**config.mk**
```make
export PLATFORM = sky130hd
export DESIGN_NAME = key_conditioner_flat
export DESIGN_NICKNAME = d
export VERILOG_FILES = /design/src/rtl/key_pkg.sv /design/src/rtl/key_conditioner_if.sv /design/src/rtl/key_debounce.sv /design/src/rtl/key_conditioner.sv /design/src/flat_wrapper.sv
export SDC_FILE = /design/constraint.sdc
export NUM_CORES = 1
export LEC_CHECK = 0
export CAP_MARGIN = 10
export CORE_UTILIZATION = 60
export CTS_BUF_LIST = sky130_fd_sc_hd__clkbuf_2 sky130_fd_sc_hd__clkbuf_4 sky130_fd_sc_hd__clkbuf_8
export DETAILED_ROUTE_END_ITERATION = 8
export PLACE_DENSITY_LB_ADDON = 0.25
export SYNTH_ARGS = -nofsm -noshare
export SYNTH_HDL_FRONTEND = slang
export SYNTH_HIERARCHICAL = 1
export SYNTH_SLANG_ARGS = --single-unit
```
**constraint.sdc**
```tcl
create_clock -name clk -period 3.7 [get_ports clk]
set_input_delay 0.37 -clock clk [delete_from_list [all_inputs] [get_ports clk]]
set_output_delay 0.37 -clock clk [all_outputs]
set_load 0.1 [all_outputs]
```
**src/rtl/key_pkg.sv**
```systemverilog
// Shared definitions for the key conditioner slice.
//   key_state_e        : per-key debounce FSM state (2-bit encoding)
//   DB_CYCLES_DEFAULT  : default number of stable samples required to accept a level change
package key_pkg;

  typedef enum logic [1:0] {
    StIdle        = 2'b00,
    StPressWait   = 2'b01,
    StPressed     = 2'b10,
    StReleaseWait = 2'b11
  } key_state_e;

  localparam int unsigned DB_CYCLES_DEFAULT = 1000000;

endpackage

```
**src/rtl/key_conditioner_if.sv**
```systemverilog
// Signal bundle between the pushbutton side and the key conditioner.
//   key_raw     : raw pushbuttons, 1 = pressed (bit0 speed key, bit1 clear key)
//   key_level   : debounced level per key
//   press_pulse : one-cycle strobe per key on each accepted press
//   quick       : speed-mode level
//   clr         : one-cycle clear strobe
// Modports: master drives key_raw and observes the rest; slave is the conditioner.
interface key_conditioner_if;
  logic [1:0] key_raw;
  logic [1:0] key_level;
  logic [1:0] press_pulse;
  logic       quick;
  logic       clr;

  modport master (
    output key_raw,
    input  key_level,
    input  press_pulse,
    input  quick,
    input  clr
  );

  modport slave (
    input  key_raw,
    output key_level,
    output press_pulse,
    output quick,
    output clr
  );
endinterface

```
**src/rtl/key_debounce.sv**
```systemverilog
// Single-key conditioner: 2-flop synchronizer followed by a 4-state debounce FSM
// with a stability counter.
//   clk         : system clock
//   rst         : asynchronous active-high reset
//   key_raw     : unsynchronized key input, 1 = pressed
//   key_level   : debounced level (1 in PRESSED and RELEASE_WAIT)
//   press_pulse : registered one-cycle strobe on entry to PRESSED from PRESS_WAIT
module key_debounce
  import key_pkg::*;
#(
  parameter int unsigned DB_CYCLES = DB_CYCLES_DEFAULT
) (
  input  logic clk,
  input  logic rst,
  input  logic key_raw,
  output logic key_level,
  output logic press_pulse
);

  // Counter only has to reach DB_CYCLES-1.
  localparam int unsigned CntW = $clog2(DB_CYCLES);
  localparam logic [CntW-1:0] CntMax = CntW'(DB_CYCLES - 1);

  logic [1:0]      sync_q;
  logic            sync2;
  key_state_e      state_q, state_d;
  logic [CntW-1:0] cnt_q, cnt_d;
  logic            pulse_q, pulse_d;

  assign sync2 = sync_q[1];

  always_ff @(posedge clk or posedge rst) begin
    if (rst) begin
      sync_q <= 2'b00;
    end else begin
      sync_q <= {sync_q[0], key_raw};
    end
  end

  // State register (with counter and pulse register).
  always_ff @(posedge clk or posedge rst) begin
    if (rst) begin
      state_q <= StIdle;
      cnt_q   <= '0;
      pulse_q <= 1'b0;
    end else begin
      state_q <= state_d;
      cnt_q   <= cnt_d;
      pulse_q <= pulse_d;
    end
  end

  // Next-state logic. A level reversal during a wait state always wins over
  // the terminal count, so a glitch can never be accepted.
  always_comb begin
    state_d = state_q;
    cnt_d   = cnt_q;
    unique case (state_q)
      StIdle: begin
        if (sync2) begin
          state_d = StPressWait;
          cnt_d   = '0;
        end
      end
      StPressWait: begin
        if (!sync2) begin
          state_d = StIdle;
        end else if (cnt_q == CntMax) begin
          state_d = StPressed;
        end else begin
          cnt_d = cnt_q + CntW'(1);
        end
      end
      StPressed: begin
        if (!sync2) begin
          state_d = StReleaseWait;
          cnt_d   = '0;
        end
      end
      StReleaseWait: begin
        if (sync2) begin
          state_d = StPressed;
        end else if (cnt_q == CntMax) begin
          state_d = StIdle;
        end else begin
          cnt_d = cnt_q + CntW'(1);
        end
      end
      default: begin
        state_d = StIdle;
        cnt_d   = '0;
      end
    endcase
  end

  // Outputs.
  always_comb begin
    pulse_d     = (state_q == StPressWait) && sync2 && (cnt_q == CntMax);
    key_level   = (state_q == StPressed) || (state_q == StReleaseWait);
    press_pulse = pulse_q;
  end

endmodule

```
**src/rtl/key_conditioner.sv**
```systemverilog
// Two-key conditioner: one debouncer per key, plus the speed-mode toggle and
// the registered clear strobe for the downstream counter/display block.
//   clk : system clock
//   rst : asynchronous active-high reset
//   bus : key_conditioner_if.slave (key_raw in; key_level, press_pulse, quick, clr out)
module key_conditioner
  import key_pkg::*;
#(
  parameter int unsigned DB_CYCLES = DB_CYCLES_DEFAULT
) (
  input  logic               clk,
  input  logic               rst,
  key_conditioner_if.slave   bus
);

  logic [1:0] level;
  logic [1:0] pulse;
  logic       quick_q;
  logic       clr_q;

  for (genvar i = 0; i < 2; i++) begin : g_key
    key_debounce #(
      .DB_CYCLES (DB_CYCLES)
    ) u_debounce (
      .clk         (clk),
      .rst         (rst),
      .key_raw     (bus.key_raw[i]),
      .key_level   (level[i]),
      .press_pulse (pulse[i])
    );
  end

  always_ff @(posedge clk or posedge rst) begin
    if (rst) begin
      quick_q <= 1'b0;
      clr_q   <= 1'b0;
    end else begin
      quick_q <= quick_q ^ pulse[0];
      clr_q   <= pulse[1];
    end
  end

  assign bus.key_level   = level;
  assign bus.press_pulse = pulse;
  assign bus.quick       = quick_q;
  assign bus.clr         = clr_q;

endmodule
```
**src/flat_wrapper.sv**
```systemverilog
// flat-port wrapper written by rule: the top's interface ports become plain ports
module key_conditioner_flat import key_pkg::*;
#(
  parameter int unsigned DB_CYCLES = DB_CYCLES_DEFAULT
)
  (clk, rst, bus_key_raw, bus_key_level, bus_press_pulse, bus_quick, bus_clr);
  key_conditioner_if bus_i ();
  input  logic clk;
  input  logic rst;
  input wire logic [$bits(bus_i.key_raw)-1:0] bus_key_raw;
  output wire logic [$bits(bus_i.key_level)-1:0] bus_key_level;
  output wire logic [$bits(bus_i.press_pulse)-1:0] bus_press_pulse;
  output wire logic [$bits(bus_i.quick)-1:0] bus_quick;
  output wire logic [$bits(bus_i.clr)-1:0] bus_clr;
  assign bus_i.key_raw = bus_key_raw;
  assign bus_key_level = bus_i.key_level;
  assign bus_press_pulse = bus_i.press_pulse;
  assign bus_quick = bus_i.quick;
  assign bus_clr = bus_i.clr;
  key_conditioner #(.DB_CYCLES(DB_CYCLES)) u_core (.clk(clk), .rst(rst), .bus(bus_i));
endmodule
```
[Yosys cells after proc, flatten, opt, wreduce, memory -nomap -nowiden]
Cells that the tools add are included.
Operators by class
  add/subtract/negate cells: 2
  equality and inequality tests: 20
  multiplexer cells: 26
  bitwise operators: 1
  reductions and logical operators: 12
Operator list (number)
  $mux W20: 10
  $pmux W20 S4: 2
  $add A20 B1 Y20 const B: 2
  $eq A20 B20 Y1 const B: 2
  $mux W2: 12
  $ne A2 B2 Y1 const B: 8
  $pmux W2 S4: 2
  $reduce_and A4 Y1: 4
  $ne A3 B3 Y1 const B: 4
  $eq A2 B2 Y1 const B: 4
  $eq A2 B1 Y1 const B: 2
  $logic_and A1 B1 Y1: 4
  $logic_not A2 Y1: 2
  $logic_or A1 B1 Y1: 2
  $xor A1 B1 Y1: 1
Word-level totals
  flip-flop bits (word level): 52
  bits of input ports: 4
  logic and storage cells: 71

[Logic depth before layout (Yosys ltp)]
Gate-level depths: netlist of the first run.
  depth after elaboration: 4
  mapped depth: 6
  depth with buffers taken out: 6

[Hierarchy]
Netlist of the first run, hierarchy kept.
By module, submodules not included
  key_debounce: instances 2, cells each 148, area each 1390.1 um^2, seq. area each 625.6 um^2
  key_conditioner: instances 1, cells each 4, area each 62.6 um^2, seq. area each 50.0 um^2

[Worst setup path before layout of the first run]
No wires, ideal clock.
  kind: reg2reg
  start point: register u_core.g_key[0].u_debounce.cnt_q[6]
  end point: register with a tool-made name
  library setup time: 0.127 ns
  arrival: 1.721 ns
  slack: 1.851 ns
  stages on the path, launching flop included: 6
  path buffers: 1
  path through: dfrtp_1 > buf_2 > or4b_4 > nor3_2 > nand2_1 > mux2_1
RTL lines
  start, declared: RTL line key_debounce.sv:27  | logic [CntW-1:0] cnt_q, cnt_d;
  start signal, assigned: RTL line key_debounce.sv:48  | cnt_q <= cnt_d;

==> impl_metrics.env, run 1 <==
export IMPL_rsz0062_at_grt="no"
export IMPL_synth_flop_cell="dfrtp_1"
export IMPL_drv_slew=0
export IMPL_first_global_vias=2175
export IMPL_post_route_util=0.688
export IMPL_setup_worst_path_end_class="output port"
export IMPL_synth_area_um2=2840
export IMPL_grt_max_degree=26
export IMPL_grt_usage=0.270
export IMPL_critPathMaxStageDelay_ns=1.17
export IMPL_grt_antenna_before_repair=0
export IMPL_io_buffer_count=9
export IMPL_wl_per_cell_um=16.8
export IMPL_viasPerCell=6.41
export IMPL_die_w_um=70.8
export IMPL_drt_iter0_drc=272
export IMPL_cp_top_family="buffers and inverters"
export IMPL_cts_hold_buf=0
export IMPL_synthArstFlopShare=1.00
export IMPL_crit_buf_inv=1
export IMPL_vias=2301
export IMPL_initial_core_util=0.640
export IMPL_period_share=0.623
export IMPL_max_slew_margin=0.352
export IMPL_clock_root_buffer="clkbuf_8"
export IMPL_failed_checks="design-rule violations"
export IMPL_post_cts_buffers=0
export IMPL_grt_ovfl_total=0
export IMPL_syn_inst=300
export IMPL_globalplace_congestion=0.858
export IMPL_drv_cap=0
export IMPL_worst_pin_slew_ns=0.969
export IMPL_ys_ff_latch=52
export IMPL_drt_first_pass_iters=7
export IMPL_diodes=0
export IMPL_synth_cell_types=44
export IMPL_cp_max_fo=5
export IMPL_area_growth_pct=7.61
export IMPL_status="complete, but fails checks"
export IMPL_drt_total_wl_um=6020
export IMPL_max_freq_ghz=0.434
export IMPL_numCtsBuffers=5
export IMPL_drive_above_1_share=0.0717
export IMPL_nets=312
export IMPL_clock_sinks=52
export IMPL_yosys_warnings=6
export IMPL_crit_chain="clkdlybuf4s50_1"
export IMPL_fp_row_count=24
export IMPL_dp_hpwl_um=4140
export IMPL_path_clk_slew_ns=0.10
export IMPL_multi_input_area_um2=1440
export IMPL_yosysSeqAreaShare=0.458
export IMPL_avgSynthCellArea_um2=9.48
export IMPL_cts_tree="yes"
export IMPL_synth_edf_count=0
export IMPL_htreeDepth=2
export IMPL_grt_pass1_wl_um=10600
export IMPL_core_um2=4440
export IMPL_power_density_nw_per_um2=335
export IMPL_finalSetupViolations=0
export IMPL_crit_type="reg2out"
export IMPL_die_h_um=70.8
export IMPL_die_area_um2=5020
export IMPL_crit_path_top_delay_cell="clkdlybuf4s50_1"
export IMPL_cts_max_path_buffers=2
export IMPL_worst_setup_path_start_kind="register"
export IMPL_crit_required_ns=3.33
export IMPL_setup_tns_final_ns=0
export IMPL_io_pins=10
export IMPL_p_leak_nw=1.30
export IMPL_fin_skew_ns=0.0111
export IMPL_drtAntennaViolNets=0
export IMPL_finalHoldViolCount=0
export IMPL_finalCriticalPeriod_ns=2.30
export IMPL_cts_resized=0
export IMPL_fillers=354
export IMPL_ir_worst_vdd_uv=196
export IMPL_hold_class="in2async"
export IMPL_seqCellArea_um2=1300
export IMPL_drc=2
export IMPL_syn_nets=306
export IMPL_arrival_ns=1.93
export IMPL_clock_latency_ns=0.32
[metrics by stage]
step / hold slack [ns] / area, µm² / total power [mW] / std cells / setup slack, ns
after global placement: 0.335 / 2960 / 0.692 / 351 / 1.75
after global routing: 0.272 / 3060 / 1.07 / 359 / 1.35
after floorplan: 0.111 / 2840 / 0.675 / 300 / 1.85
after detailed placement: 0.335 / 2960 / 0.696 / 351 / 1.68
final: 0.260 / 3060 / 1.03 / 359 / 1.40
after CTS: 0.252 / 3060 / 1.03 / 359 / 1.38
[final timing paths]
check                      cells past startpoint                                 start                                   end  slack [ns]
min reg2reg                                    0  u_core/g_key[1].u_debounce/sync_q[0]  u_core/g_key[1].u_debounce/sync_q[1]        0.36
min in group clk                               0  u_core/g_key[1].u_debounce/sync_q[0]  u_core/g_key[1].u_debounce/sync_q[1]        0.36
max                                            1                              register                      bus_key_level[0]        1.40
max reg2reg                                    6   u_core/g_key[0].u_debounce/cnt_q[0]  u_core/g_key[0].u_debounce/cnt_q[12]        1.67
min                                            2                                   rst                        u_core/bus.clr        0.26
max in group asynchronous                      2                                   rst  u_core/g_key[1].u_debounce/cnt_q[18]        2.48
[registers in the layout (all words and copies together) (netlist names), named ones only]
register	count
u_core/g_key.u_debounce/sync_q	4
u_core/bus.clr	1
u_core/g_key.u_debounce/state_q	2
u_core/g_key.u_debounce/press_pulse	2
u_core/bus.quick	1
u_core/g_key.u_debounce/cnt_q	40
[cells in the final DEF, fill, tap and decap left out, types with 4 or more instances in the layout]
cell type / instances
o21ai_0: 6
a21o_1: 10
nor4_1: 6
inv_1: 15
xor2_1: 7
a21oi_1: 10
mux2i_1: 4
clkdlybuf4s50_1: 9
clkbuf_8: 5
xnor2_1: 6
and4_1: 6
dfrtp_1: 52
nand3b_1: 6
or3_1: 10
or4_1: 4
nor2_1: 18
o31ai_1: 4
nand4b_1: 4
nand2_1: 26
o211ai_1: 6
nand3_1: 22
nand4_1: 14
and3_1: 6
nor3_1: 6
[routing by layer]
layer	vias up	global-route usage	routed length [µm]
li1	1127	-	-
met1	1105	0.414	2980
met2	63	0.394	2690
met3	6	0.0484	274
met4	0	0.0800	68
met5	-	0	0
[cells by family after synthesis]
logic type / share of synthesized area
AO/OA/AOI/OAI: 0.120
AND/OR/NAND/NOR: 0.306
buffers and inverters: 0.0374
flip-flops: 0.458
multiplexers: 0.0299
adder cells (fa/ha/maj): 0.00880
XOR/XNOR: 0.0401
[area by class of cell]
cell class | instances | share of cell area
clock buffer | 5 | 0.0225
clock inverter | 3 | 0.00900
tap | 52 | 0.0213
multi-input combinational | 221 | 0.469
inverter | 15 | 0.0184
sequential | 52 | 0.425
timing repair buffer | 11 | 0.0344
[cells in the mapped netlist (4+ instances only)]
| master | n | share of area |
|---|---|---|
| nand2_1 | 26 | 0.034 |
| or4_1 | 4 | 0.011 |
| nand4b_1 | 4 | 0.012 |
| mux2i_1 | 4 | 0.014 |
| nor4_1 | 6 | 0.013 |
| clkbuf_1 | 8 | 0.011 |
| dfrtp_1 | 52 | 0.46 |
| buf_2 | 4 | 0.0070 |
| xnor2_1 | 6 | 0.018 |
| nand3_1 | 22 | 0.039 |
| nor3_1 | 6 | 0.011 |
| o31ai_1 | 4 | 0.011 |
| xor2_1 | 7 | 0.022 |
| nand3b_1 | 6 | 0.016 |
| nand4_1 | 14 | 0.031 |
| nor2_1 | 18 | 0.024 |
| a21oi_1 | 10 | 0.018 |
| and3_1 | 6 | 0.013 |
| and4_1 | 6 | 0.018 |
| or3_1 | 10 | 0.022 |
| o21ai_0 | 6 | 0.011 |
| inv_1 | 15 | 0.020 |
| a21o_1 | 10 | 0.026 |
| o211ai_1 | 6 | 0.016 |
[power breakdown]
group          internal [mW]  total [mW]  switching, mW
Combinational         0.0275      0.0735         0.0460
Clock                  0.139       0.340          0.201
Sequential             0.584       0.612         0.0283
Total                  0.750        1.03          0.275
Note: power is estimated with default switching activity, not from simulation.
==> run 2, diff against run 1 <==
- CORE_UTILIZATION: 60 -> 57
- clock period: 3.7 -> 1.9 ns (I/O delays scaled with it)
==> run 2 against run 1 <==
Total power increased by 110%; the flow now finishes without violations; register-to-register slack worse by 1.6 ns; sequential cell count did not move; cell area rose by 11%; clock power increased by 130%; sequential power rose by 90%; critical path type is now reg2reg; clock skew decreased by 0.0062 ns; clock-buffer cell count did not move; critical path depth is 4 higher; non-clock buffer count increased by 41; final cell count grew 16%; worst hold slack lost 0.17 ns.
==> impl_metrics.env, run 2 (same netlist as run 1, synthesis figures left out) <==
export IMPL_largest_register="u_core/g_key.u_debounce/cnt_q"
export IMPL_drive_above_1_share=0.204
export IMPL_io_buffer_count=9
export IMPL_place_ws_ns=0.000508
export IMPL_die_w_um=72.6
export IMPL_max_freq_ghz=0.539
export IMPL_area_growth_pct=20.0
export IMPL_fin_ws_ns=0.0448
export IMPL_drt_first_pass_iters=4
export IMPL_status="complete, no violations"
export IMPL_finalHoldViolCount=0
export IMPL_hold_class="in2async"
export IMPL_holdWs_ns=0.0875
export IMPL_arrival_ns=2.05
export IMPL_cp_startpoint="u_core/g_key[0].u_debounce/cnt_q[8]"
export IMPL_crit_chain="nor4b_2 -> nand4b_1 -> nor3_4 -> nand2_1 -> mux2_1"
export IMPL_grt_ovfl_total=0
export IMPL_r2r_start="u_core/g_key[0].u_debounce/cnt_q[8]"
export IMPL_final_cell_mix="52 x dfrtp_1, 49 x buf_4, 26 x nand2_1"
export IMPL_clock_latency_ns=0.31
export IMPL_fp_row_count=25
export IMPL_globalplace_congestion=0.862
export IMPL_largest_reg_flops=40
export IMPL_critPathMaxStageDelay_ns=0.41
export IMPL_vias=2529
export IMPL_r2r_setup_slack_ns=0.04
export IMPL_crit_type="reg2reg"
export IMPL_finalCriticalPeriod_ns=1.86
export IMPL_path_clk_slew_ns=0.10
export IMPL_fillers=376
export IMPL_drv_slew=0
export IMPL_crit_path_top_delay_cell="dfrtp_1"
export IMPL_finalSetupViolations=0
export IMPL_io_pins=10
export IMPL_power_density_nw_per_um2=628
export IMPL_worst_setup_path_start_kind="register"
export IMPL_wl_per_cell_um=16.0
export IMPL_ff2ff_path_depth=5
export IMPL_ir_worst_vdd_uv=462
export IMPL_numCtsBuffers=5
export IMPL_cp_top_family="simple AND/OR/NAND/NOR gates"
export IMPL_nets=353
export IMPL_worst_pin_slew_ns=0.455
export IMPL_cts_hold_buf=0
export IMPL_grt_antenna_before_repair=0
export IMPL_core_um2=4750
export IMPL_viasPerCell=6.09
export IMPL_drt_total_wl_um=6640
export IMPL_clock_root_buffer="clkbuf_8"
export IMPL_fin_skew_ns=0.00490
export IMPL_diodes=0
export IMPL_total_power_mw=2.14
export IMPL_cts_max_path_buffers=2
export IMPL_post_route_util=0.717
export IMPL_drt_iter0_drc=129
export IMPL_drtAntennaViolNets=0
export IMPL_crit_buf_inv=0
export IMPL_dp_hpwl_um=4770
export IMPL_initial_core_util=0.598
export IMPL_rsz0062_at_grt="yes"
export IMPL_period_share=0.976
export IMPL_multi_input_area_um2=1460
export IMPL_die_area_um2=5270
export IMPL_grt_usage=0.277
export IMPL_final_instance_count_excl_fill=415
export IMPL_first_global_vias=2458
export IMPL_htreeDepth=2
export IMPL_crit_required_ns=2.10
export IMPL_die_h_um=72.6
export IMPL_drv_cap=0
export IMPL_largest_registers="u_core/g_key.u_debounce/cnt_q x40, u_core/g_key.u_debounce/sync_q x4"
export IMPL_clock_sinks=52
export IMPL_cp_max_fo=6
export IMPL_max_slew_margin=0.694
export IMPL_layout_commonest_cell="dfrtp_1"
export IMPL_seqCellArea_um2=1300
export IMPL_grt_pass1_wl_um=11200
export IMPL_cts_tree="yes"
export IMPL_p_leak_nw=1.57
export IMPL_drc=0
export IMPL_grt_max_degree=26
export IMPL_place_inst=406
export IMPL_setup_worst_path_end_class="register"
==> run 2: changes by cell type in the layout (fill, tap and decap cells not counted), sizes merged <==
cell           previous run  this run
bufinv                    0         1
inv                      16        15
clkdlybuf4s50             9         3
buf                       2        49
==> run 2: routing by layer <==
layer	wire [µm]	share of wire	global-route usage	vias to the layer above
met3	207	0.031	0.0442	17
met2	3510	0.53	0.506	57
met5	0	0	0	-
met1	2800	0.42	0.322	1242
met4	127	0.019	0.113	0
li1	-	-	-	1213
==> run 2: power breakdown <==
part	switching (mW)	internal [mW]	total, mW	leakage (nW)
Sequential	0.0278	1.14	1.16	0.707
Clock	0.376	0.390	0.766	0.0541
Combinational	0.129	0.0837	0.212	0.808
==> run 2: worst max-delay path by stage <==
stage	end	slack, ns	cells past startpoint
after floorplan	register	0.05	5
after global placement	register	0.09	5
after detailed placement	register	0.0005	5
after CTS	u_core/g_key[0].u_debounce/cnt_q[1]	0.03	4
after global routing	register	-0.07	5
final	register	0.04	5
==> run 2: repair_timing <==
item | in CTS | in global routing
setup buffers | 0 | 1
gates resized for setup | 1 | 3
pin swaps | 0 | 2
setup endpoints to repair | 1 | 8
==> run 2: final cells by class <==
cell class,instances,area share
sequential,52,0.382
timing repair buffer,52,0.117
inverter,15,0.0165
clock inverter,3,0.0125
tap,67,0.0246
multi-input combinational,221,0.428
clock buffer,5,0.0202
==> run 2: through the flow <==
stage          instance area, µm²  TNS, ns
2_1_floorplan                2840        0
3_5_place_dp                 3270        0
3_3_place_gp                 3270        0
4_1_cts                      3380        0
5_1_grt                      3410   -0.141
6_report                     3410        0
